<file path="src/rtl/pipelined_addsub_signed.sv">
// -----------------------------------------------------------------------------
// pipelined_addsub_signed
//
// Pipelined two's-complement adder/subtractor. The WIDTH-bit carry chain is cut
// into STAGES equal chunks of C = WIDTH/STAGES bits. One chunk is added per
// stage, using the carry registered by the previous stage. Operand bits are
// skewed so that each chunk meets its carry. Sum bits are deskewed so that the
// whole result leaves the output register aligned.
//
// Internal form: op_b = sub ? ~b : b, c0 = sub ? 1 : cin,
//                raw  = a + op_b + c0 (WIDTH+1 bits).
//
// Latency: a bundle accepted on edge n is presented after edge n+STAGES. The
// input capture register is followed by STAGES adder stages, and the last adder
// stage is the output register. A single global advance (adv) freezes every
// register, including the valid bits, while the output is stalled.
//
// Parameters:
//   WIDTH   operand/result width; must be >= 2.
//   STAGES  pipeline depth and number of carry chunks; WIDTH % STAGES == 0.
//
// Configuration macro:
//   ADDSUB_SAT_EN  defined: the sum is clamped on signed overflow.
//                  undefined: the sum wraps.
//                  cout and overflow always report the unsaturated result.
//
// Ports:
//   clk        rising-edge clock
//   rst        asynchronous active-high reset
//   in_valid   operand bundle valid
//   in_ready   block accepts a bundle this cycle
//   a, b       signed operands
//   cin        carry-in; used only when sub=0
//   sub        0: a+b+cin, 1: a-b (cin ignored)
//   out_valid  result valid
//   out_ready  consumer accepts the result
//   sum        signed result (wrapped or saturated)
//   cout       carry out of the MSB of the internal addition (1 = no borrow)
//   overflow   signed overflow of the true result
// -----------------------------------------------------------------------------
module pipelined_addsub_signed #(
  parameter int WIDTH  = 32,
  parameter int STAGES = 4
) (
  input  logic             clk,
  input  logic             rst,
  input  logic             in_valid,
  output logic             in_ready,
  input  logic [WIDTH-1:0] a,
  input  logic [WIDTH-1:0] b,
  input  logic             cin,
  input  logic             sub,
  output logic             out_valid,
  input  logic             out_ready,
  output logic [WIDTH-1:0] sum,
  output logic             cout,
  output logic             overflow
);

  localparam int C = WIDTH / STAGES;

  // Per-stage state. Entry k feeds the adder for chunk k.
  // The operand skew registers are shifted right by one chunk per stage, so
  // the chunk to add always sits in bits [C-1:0]. The deskew register collects
  // finished chunks from the top down. After the last chunk, chunk 0 lands in
  // bits [C-1:0].
  logic [WIDTH-1:0]  a_skew   [STAGES];
  logic [WIDTH-1:0]  b_skew   [STAGES];
  logic [WIDTH-1:0]  s_deskew [STAGES];
  logic [STAGES-1:0] carry_q;
  logic [STAGES-1:0] valid_q;

  logic [C:0]        chunk [STAGES];
  logic              adv;
  logic [WIDTH-1:0]  raw_sum;
  logic [WIDTH-1:0]  sum_next;
  logic              a_msb;
  logic              b_msb;
  logic              r_msb;
  logic              ovf_next;

  assign adv      = !out_valid || out_ready;
  assign in_ready = adv;

  // One C-bit adder per stage. Bit C of each chunk is that stage's carry out.
  always_comb begin
    for (int k = 0; k < STAGES; k++) begin
      chunk[k] = {1'b0, a_skew[k][C-1:0]} + {1'b0, b_skew[k][C-1:0]}
               + (C+1)'(carry_q[k]);
    end
  end

  // The last chunk completes the deskew. The operand sign bits reach the last
  // stage as the top bits of the final chunk.
  assign raw_sum  = (s_deskew[STAGES-1] >> C)
                  | (WIDTH'(chunk[STAGES-1][C-1:0]) << (WIDTH - C));
  assign a_msb    = a_skew[STAGES-1][C-1];
  assign b_msb    = b_skew[STAGES-1][C-1];
  assign r_msb    = chunk[STAGES-1][C-1];
  assign ovf_next = (a_msb == b_msb) && (r_msb != a_msb);

`ifdef ADDSUB_SAT_EN
  // The clamp direction follows the sign of a. Overflow is only possible when
  // both addends share that sign.
  always_comb begin
    sum_next = raw_sum;
    if (ovf_next) begin
      sum_next = a_msb ? {1'b1, {(WIDTH-1){1'b0}}} : {1'b0, {(WIDTH-1){1'b1}}};
    end
  end
`else
  assign sum_next = raw_sum;
`endif

  // NOTE: the skew/deskew arrays are reset explicitly. Reset leaves them
  // defined as zero, and no stale operand can leak into a later carry chain.
  always_ff @(posedge clk or posedge rst) begin
    if (rst) begin
      for (int k = 0; k < STAGES; k++) begin
        a_skew[k]   <= '0;
        b_skew[k]   <= '0;
        s_deskew[k] <= '0;
      end
      carry_q   <= '0;
      valid_q   <= '0;
      out_valid <= 1'b0;
      sum       <= '0;
      cout      <= 1'b0;
      overflow  <= 1'b0;
    end else if (adv) begin
      // NOTE: non-blocking assignments let every stage sample the previous
      // stage's old value on the same edge. That is what makes this a pipeline.
      a_skew[0]   <= a;
      b_skew[0]   <= sub ? ~b : b;
      s_deskew[0] <= '0;          // no chunk finished yet
      carry_q[0]  <= sub | cin;   // subtract forces the +1 of ~b
      valid_q[0]  <= in_valid;
      for (int k = 1; k < STAGES; k++) begin
        a_skew[k]   <= a_skew[k-1] >> C;
        b_skew[k]   <= b_skew[k-1] >> C;
        s_deskew[k] <= (s_deskew[k-1] >> C)
                     | (WIDTH'(chunk[k-1][C-1:0]) << (WIDTH - C));
        carry_q[k]  <= chunk[k-1][C];
        valid_q[k]  <= valid_q[k-1];
      end
      out_valid <= valid_q[STAGES-1];
      sum       <= sum_next;
      cout      <= chunk[STAGES-1][C];
      overflow  <= ovf_next;
    end
  end

endmodule
</file>
<file path="config.mk">
export PLATFORM = sky130hd
export DESIGN_NAME = pipelined_addsub_signed
export DESIGN_NICKNAME = d
export VERILOG_FILES = /design/src/rtl/pipelined_addsub_signed.sv
export SDC_FILE = /design/constraint.sdc
export NUM_CORES = 1
export LEC_CHECK = 0
export BUFFER_PORTS_ARGS = -buffer_cell sky130_fd_sc_hd__buf_2
export CORE_AREA = 2 2 141 143
export DETAILED_ROUTE_END_ITERATION = 6
export DIE_AREA = 0 0 143 145
export PLACE_DENSITY = 0.78
export SLEW_MARGIN = 20
export SYNTH_ARGS = -nofsm -noshare
export SYNTH_HDL_FRONTEND = slang
export SYNTH_SLANG_ARGS = --single-unit
</file>
<file path="constraint.sdc">
create_clock -name clk -period 11.5 [get_ports clk]
set_input_delay 1.725 -clock clk [delete_from_list [all_inputs] [get_ports clk]]
set_output_delay 1.725 -clock clk [all_outputs]
set_load 0.1 [all_outputs]
</file>
# Word-level counts from Yosys, hierarchy flattened
# Index checks and enable logic that the tools add are counted.
# op_classes
n_addsub,8
n_reduce_logical,3
muxes,1
n_eq_ne,2
bitwise,5
# op_table
cell,n
24-bit by 32-bit OR with 32-bit output,3
8-bit by 8-bit adder with 9-bit output,4
9-bit by 1-bit adder with 9-bit output,4
32-bit 2-to-1 mux,1
32-bit NOT,1
1-bit equality test,1
1-bit logical AND,1
1-bit zero test,1
1-bit logical OR,1
1-bit inequality test,1
1-bit OR,1
# totals
ff_bits,275
out_inout_bits,36
elab_cells,36
in_bits,70

# Longest topological paths before layout
# depth
depth_word,4
ltp_mapped,8
mapped_depth_nobuf,6

# Worst setup path after synthesis
# OpenSTA, ideal clock, no wires.
# synth_path
path_kind,in2out
startpoint,in out_ready
endpoint,out in_ready
t_arrival_ns,2.530
required_time_ns,9.775
slack_ns,7.245
n_path_buf,3
cell_stages,5
cell_sequence,nor2b_4 -> buf_6 -> clkinv_2 -> buf_4 -> buf_2
# synth_via
elab_chain_len,1
# synth_rtl
item,line,text
from (decl),54,"input logic out_ready,"
1-bit logical OR,82,assign adv = !out_valid || out_ready;
to (decl),48,"output logic in_ready,"
# Every way passes these cells.

# Worst setup path in the final report
# Ends and elaborated chain as after synthesis.

==> results.txt <==
----------------------------------------------------
[Place]
  Detailed Place HPWL ... 14,300 um
  Count of buffers inserted at the top-level ports ... 105
  Post-place instance area ... 0.0117 mm2
  Number of placed instances with taps included ... 1,534
  Routability Congestion ... 0.840

[Finish]
  Count of inserted antenna diode cells ... 0
  Synth-to-layout area growth ... 14.1%
  Area of all placed cells without fillers ... 0.0126 mm2
  Final net count ... 1,403
  Final standard cell count with taps included and fillers excluded ... 1,582
  Share of layout cells above drive strength 1 ... 12.1%
  Utilization after layout ... 65.8%
  Layout filler cell count ... 1,586

[Clocking]
  Count of instances resized after the clock tree is built ... 0
  CTS hold repair buffers ... 0
  Clock slew at reported path FFs ... 0.06 ns
  Number of buffers created by CTS ... 26
  CTS Buffer Depth ... 3
  Number of levels the H-tree was split into ... 1
  Post-CTS repair timing setup buffer count ... 0
  Total number of clock tree sinks ... 251
  Insertion delay to the later sink of the worst-skew pair ... 0.52 ns
  CTS tree ... yes
  Root buffer selected by CTS ... sky130_fd_sc_hd__clkbuf_16

[Logic synthesis]
  Top post-synthesis cells by area ... sky130_fd_sc_hd__dfrtp_1 57%, sky130_fd_sc_hd__nand2_1 21%, sky130_fd_sc_hd__xnor2_1 3.5%, sky130_fd_sc_hd__ha_1 3.2%, sky130_fd_sc_hd__buf_2 2.2%
  Post-synth EDFFs ... 0
  Summed instance area of the synthesized netlist ... 0.0111 mm2
  Flip-flop and latch count after synthesis ... 251
  Syn nets ... 1,329
  Synth top area share ... 56.7%
  Synthesized netlist cell count ... 1,223
  Synth cell types ... 39
  Most used standard cell by instance count after synthesis ... sky130_fd_sc_hd__nand2_1
  Most used DFF post-synth ... sky130_fd_sc_hd__dfrtp_1
  Post-synth top cells ... 625 x sky130_fd_sc_hd__nand2_1, 251 x sky130_fd_sc_hd__dfrtp_1, 48 x sky130_fd_sc_hd__buf_2
  Ys async rst share ... 100%
  Post-synthesis sequential area ratio ... 56.7%
  Post-Syn Area per Cell ... 9.06 um2
  Library cell with the largest summed area after synthesis ... sky130_fd_sc_hd__dfrtp_1
  Yosys Warn Count ... 0

[Critical path]
  Maximum fanout encountered on the critical timing path ... 108
  CP max stage cell ... sky130_fd_sc_hd__buf_4
  Largest delay contributor family on the critical path ... buffers and inverters
  Worst endpoint required time ... 9.78 ns
  Most frequent cell on the critical path ... sky130_fd_sc_hd__buf_2
  Critical-path cell list ... buf_2 -> nor2b_4 -> buf_4 -> inv_6 -> buf_2
  Worst setup path class ... in2out
  Crit path buf inv count ... 4
  Startpoint types ... input pin
  Endpoint arrival time on the critical path ... 3.57 ns
  Worst path max stage delay ... 0.73 ns
  Crit path capture type ... primary output

[STA]
  Clock Skew ... 0.0101 ns
  FMAX ... 189 MHz
  RSZ-0062 raised after global routing ... no
  Normalized max-slew margin ... 30.1%
  Total Neg Setup Slack ... 0 ns
  Fin crit share ... 46.0%
  Worst-margin pin slew ... 1.05 ns
  Hold violation count in the final report ... 0
  Shortest period the worst path allows ... 5.29 ns
  Slew Viols, Final ... 0
  Post-route worst hold slack ... 0.458 ns
  Count of endpoints failing setup in the final report ... 0

[Worst hold path]
  Type of the worst min-delay path ... reg2reg

[Power and ir drop]
  Worst ir drop on vdd ... 0.139 mV
  Sw frac ... 42.9%
  Share of power burned in registers ... 36.3%
  Clock Power Share ... 22.1%
  Portion of total power attributed to combinational logic ... 41.6%
  Total power per unit cell area ... 335 mW/mm2
  Internal power summed over all cells ... 2420 uW
  Static leakage ... 0.00655 uW
  Switching power of the nets ... 1820 uW

[Detailed routing]
  DR vias ... 8,132
  Routed via count divided by cell count ... 5.14
  Number of nets still failing antenna checks after routing ... 0
  Number of detailed-routing iterations run before antenna repair ... 5
  Wirelength, routed ... 22,200 um
  First-iteration detailed-routing DRC count ... 583
  Routed len/inst ... 14.0 um
  DRC violation count after routing ... 0

[Die]
  Starting density of the core ... 57.7%
  Placeable core area ... 0.0192 mm2
  Number of top-level pins ... 106
  Area enclosed by the die boundary ... 0.0207 mm2
  Standard-cell rows ... 51
  Die W ... 143 um
  Overall die height ... 145 um

[GRT]
  Global-route usage over all layers ... 22.0%
  Antenna violations before repair ... 0
  Vias in the first global route ... 7,939
  Largest net degree at the start of global routing ... 159
  Global-route wire length before repair ... 37,600 um
  GR Overflow Total ... 0

[Status]
  Result of the run ... completed

[Job]
  Maxcap violations ... 0

----------------------------------------------------
-- kinds of logic (layout without fill, tap and decap cells) --
kind of cell	after synthesis	after routing	synth area share (%)
adders and majority gates	36	36	4.61
buffers and inverters	71	165	3.23
and+or+nand+nor	673	673	23.2
AOI/OAI and AO/OA	135	135	7.62
DFF	251	251	56.7
muxes	12	12	1.09
xor gates and xnor gates	45	45	3.56
-- layout by cell type (no fill, tap or decap), types with 4 or more instances in the layout --
master | synthesis | layout
sky130_fd_sc_hd__a21oi_1 | 20 | 20
sky130_fd_sc_hd__nor3_1 | 10 | 10
sky130_fd_sc_hd__fa_1 | 8 | 8
sky130_fd_sc_hd__clkbuf_16 | 0 | 27
sky130_fd_sc_hd__a41oi_1 | 4 | 4
sky130_fd_sc_hd__a211oi_1 | 19 | 19
sky130_fd_sc_hd__buf_4 | 4 | 7
sky130_fd_sc_hd__ha_1 | 28 | 28
sky130_fd_sc_hd__xnor2_1 | 44 | 44
sky130_fd_sc_hd__o21ai_1 | 40 | 40
sky130_fd_sc_hd__clkbuf_8 | 0 | 5
sky130_fd_sc_hd__dfrtp_1 | 251 | 251
sky130_fd_sc_hd__a21o_1 | 8 | 8
sky130_fd_sc_hd__buf_2 | 48 | 105
sky130_fd_sc_hd__o21ai_0 | 22 | 22
sky130_fd_sc_hd__nand2_1 | 625 | 625
sky130_fd_sc_hd__nor2_1 | 29 | 29
sky130_fd_sc_hd__bufinv_16 | 0 | 6
sky130_fd_sc_hd__o31ai_1 | 7 | 7
sky130_fd_sc_hd__clkbuf_1 | 12 | 5
sky130_fd_sc_hd__mux2i_1 | 11 | 11
-- final timing paths --
path | from | end | slack (ns) | cells past startpoint
max | out_ready | in_ready | 6.21 | 5
min | sum[10] | sum[10] | 0.46 | 2
max reg2reg | out_valid | cout | 8.22 | 7
min reg2reg | sum[10] | sum[10] | 0.46 | 2
max in group asynchronous | rst | b_skew[123] | 9.01 | 3
min in group asynchronous | rst | sum[10] | 1.34 | 2
-- registers in the layout, indices dropped and copies added (netlist names) --
signal / flops
cout: 1
overflow: 1
valid_q: 4
a_skew: 79
a_msb: 1
carry_q: 4
s_deskew: 48
b_msb: 1
out_valid: 1
b_skew: 79
sum: 32
-- through the flow --
| step | setup WS (ns) | power (uW) |
|---|---|---|
| 2_1_floorplan | 2.88 | 2940 |
| 3_3_place_gp | 6.18 | 3230 |
| 3_5_place_dp | 6.18 | 3300 |
| 4_1_cts | 6.18 | 4260 |
| 5_1_grt | 6.03 | 4530 |
| 6_report | 6.21 | 4240 |
-- routing by layer --
layer  wire length, um  vias up  GRT usage (%)
li1                  -     4060              -
met1             10400     3856           32.0
met2             10400      179           35.2
met3               834       37           2.64
met4               529        0           6.24
met5                 0        -              0
-- final cells by class --
cell class / count / area, um2 / area share (%)
Tap cell: 265 / 332 / 2.62
Clock inverter: 11 / 211 / 1.67
Timing Repair Buffer: 112 / 578 / 4.57
Clock buffer: 37 / 763 / 6.03
Sequential cell: 251 / 6280 / 49.7
Inverter: 5 / 36.3 / 0.287
Multi-Input combinational cell: 901 / 4450 / 35.2
-- power groups by stage --
stage                     Sequential (uW)  Clock (uW)  Combinational [uW]
after floorplan                      1900           0                1040
after global placement               1530           0                1690
after detailed placement             1540           0                1760
after CTS                            1540         951                1770
after global routing                 1580         989                1960
final                                1540         936                1760
-- worst reg2reg max path, cell delays in order (launching register included) --
cell and delay [ns]:
sky130_fd_sc_hd__dfrtp_1 0.37, sky130_fd_sc_hd__nor2b_4 0.12, sky130_fd_sc_hd__buf_4 0.37, sky130_fd_sc_hd__inv_6 0.57, sky130_fd_sc_hd__buf_4 0.90, sky130_fd_sc_hd__nor2_1 0.20, sky130_fd_sc_hd__or3_1 0.41, sky130_fd_sc_hd__o32ai_2 0.25
(Power assumes the default switching activity.)
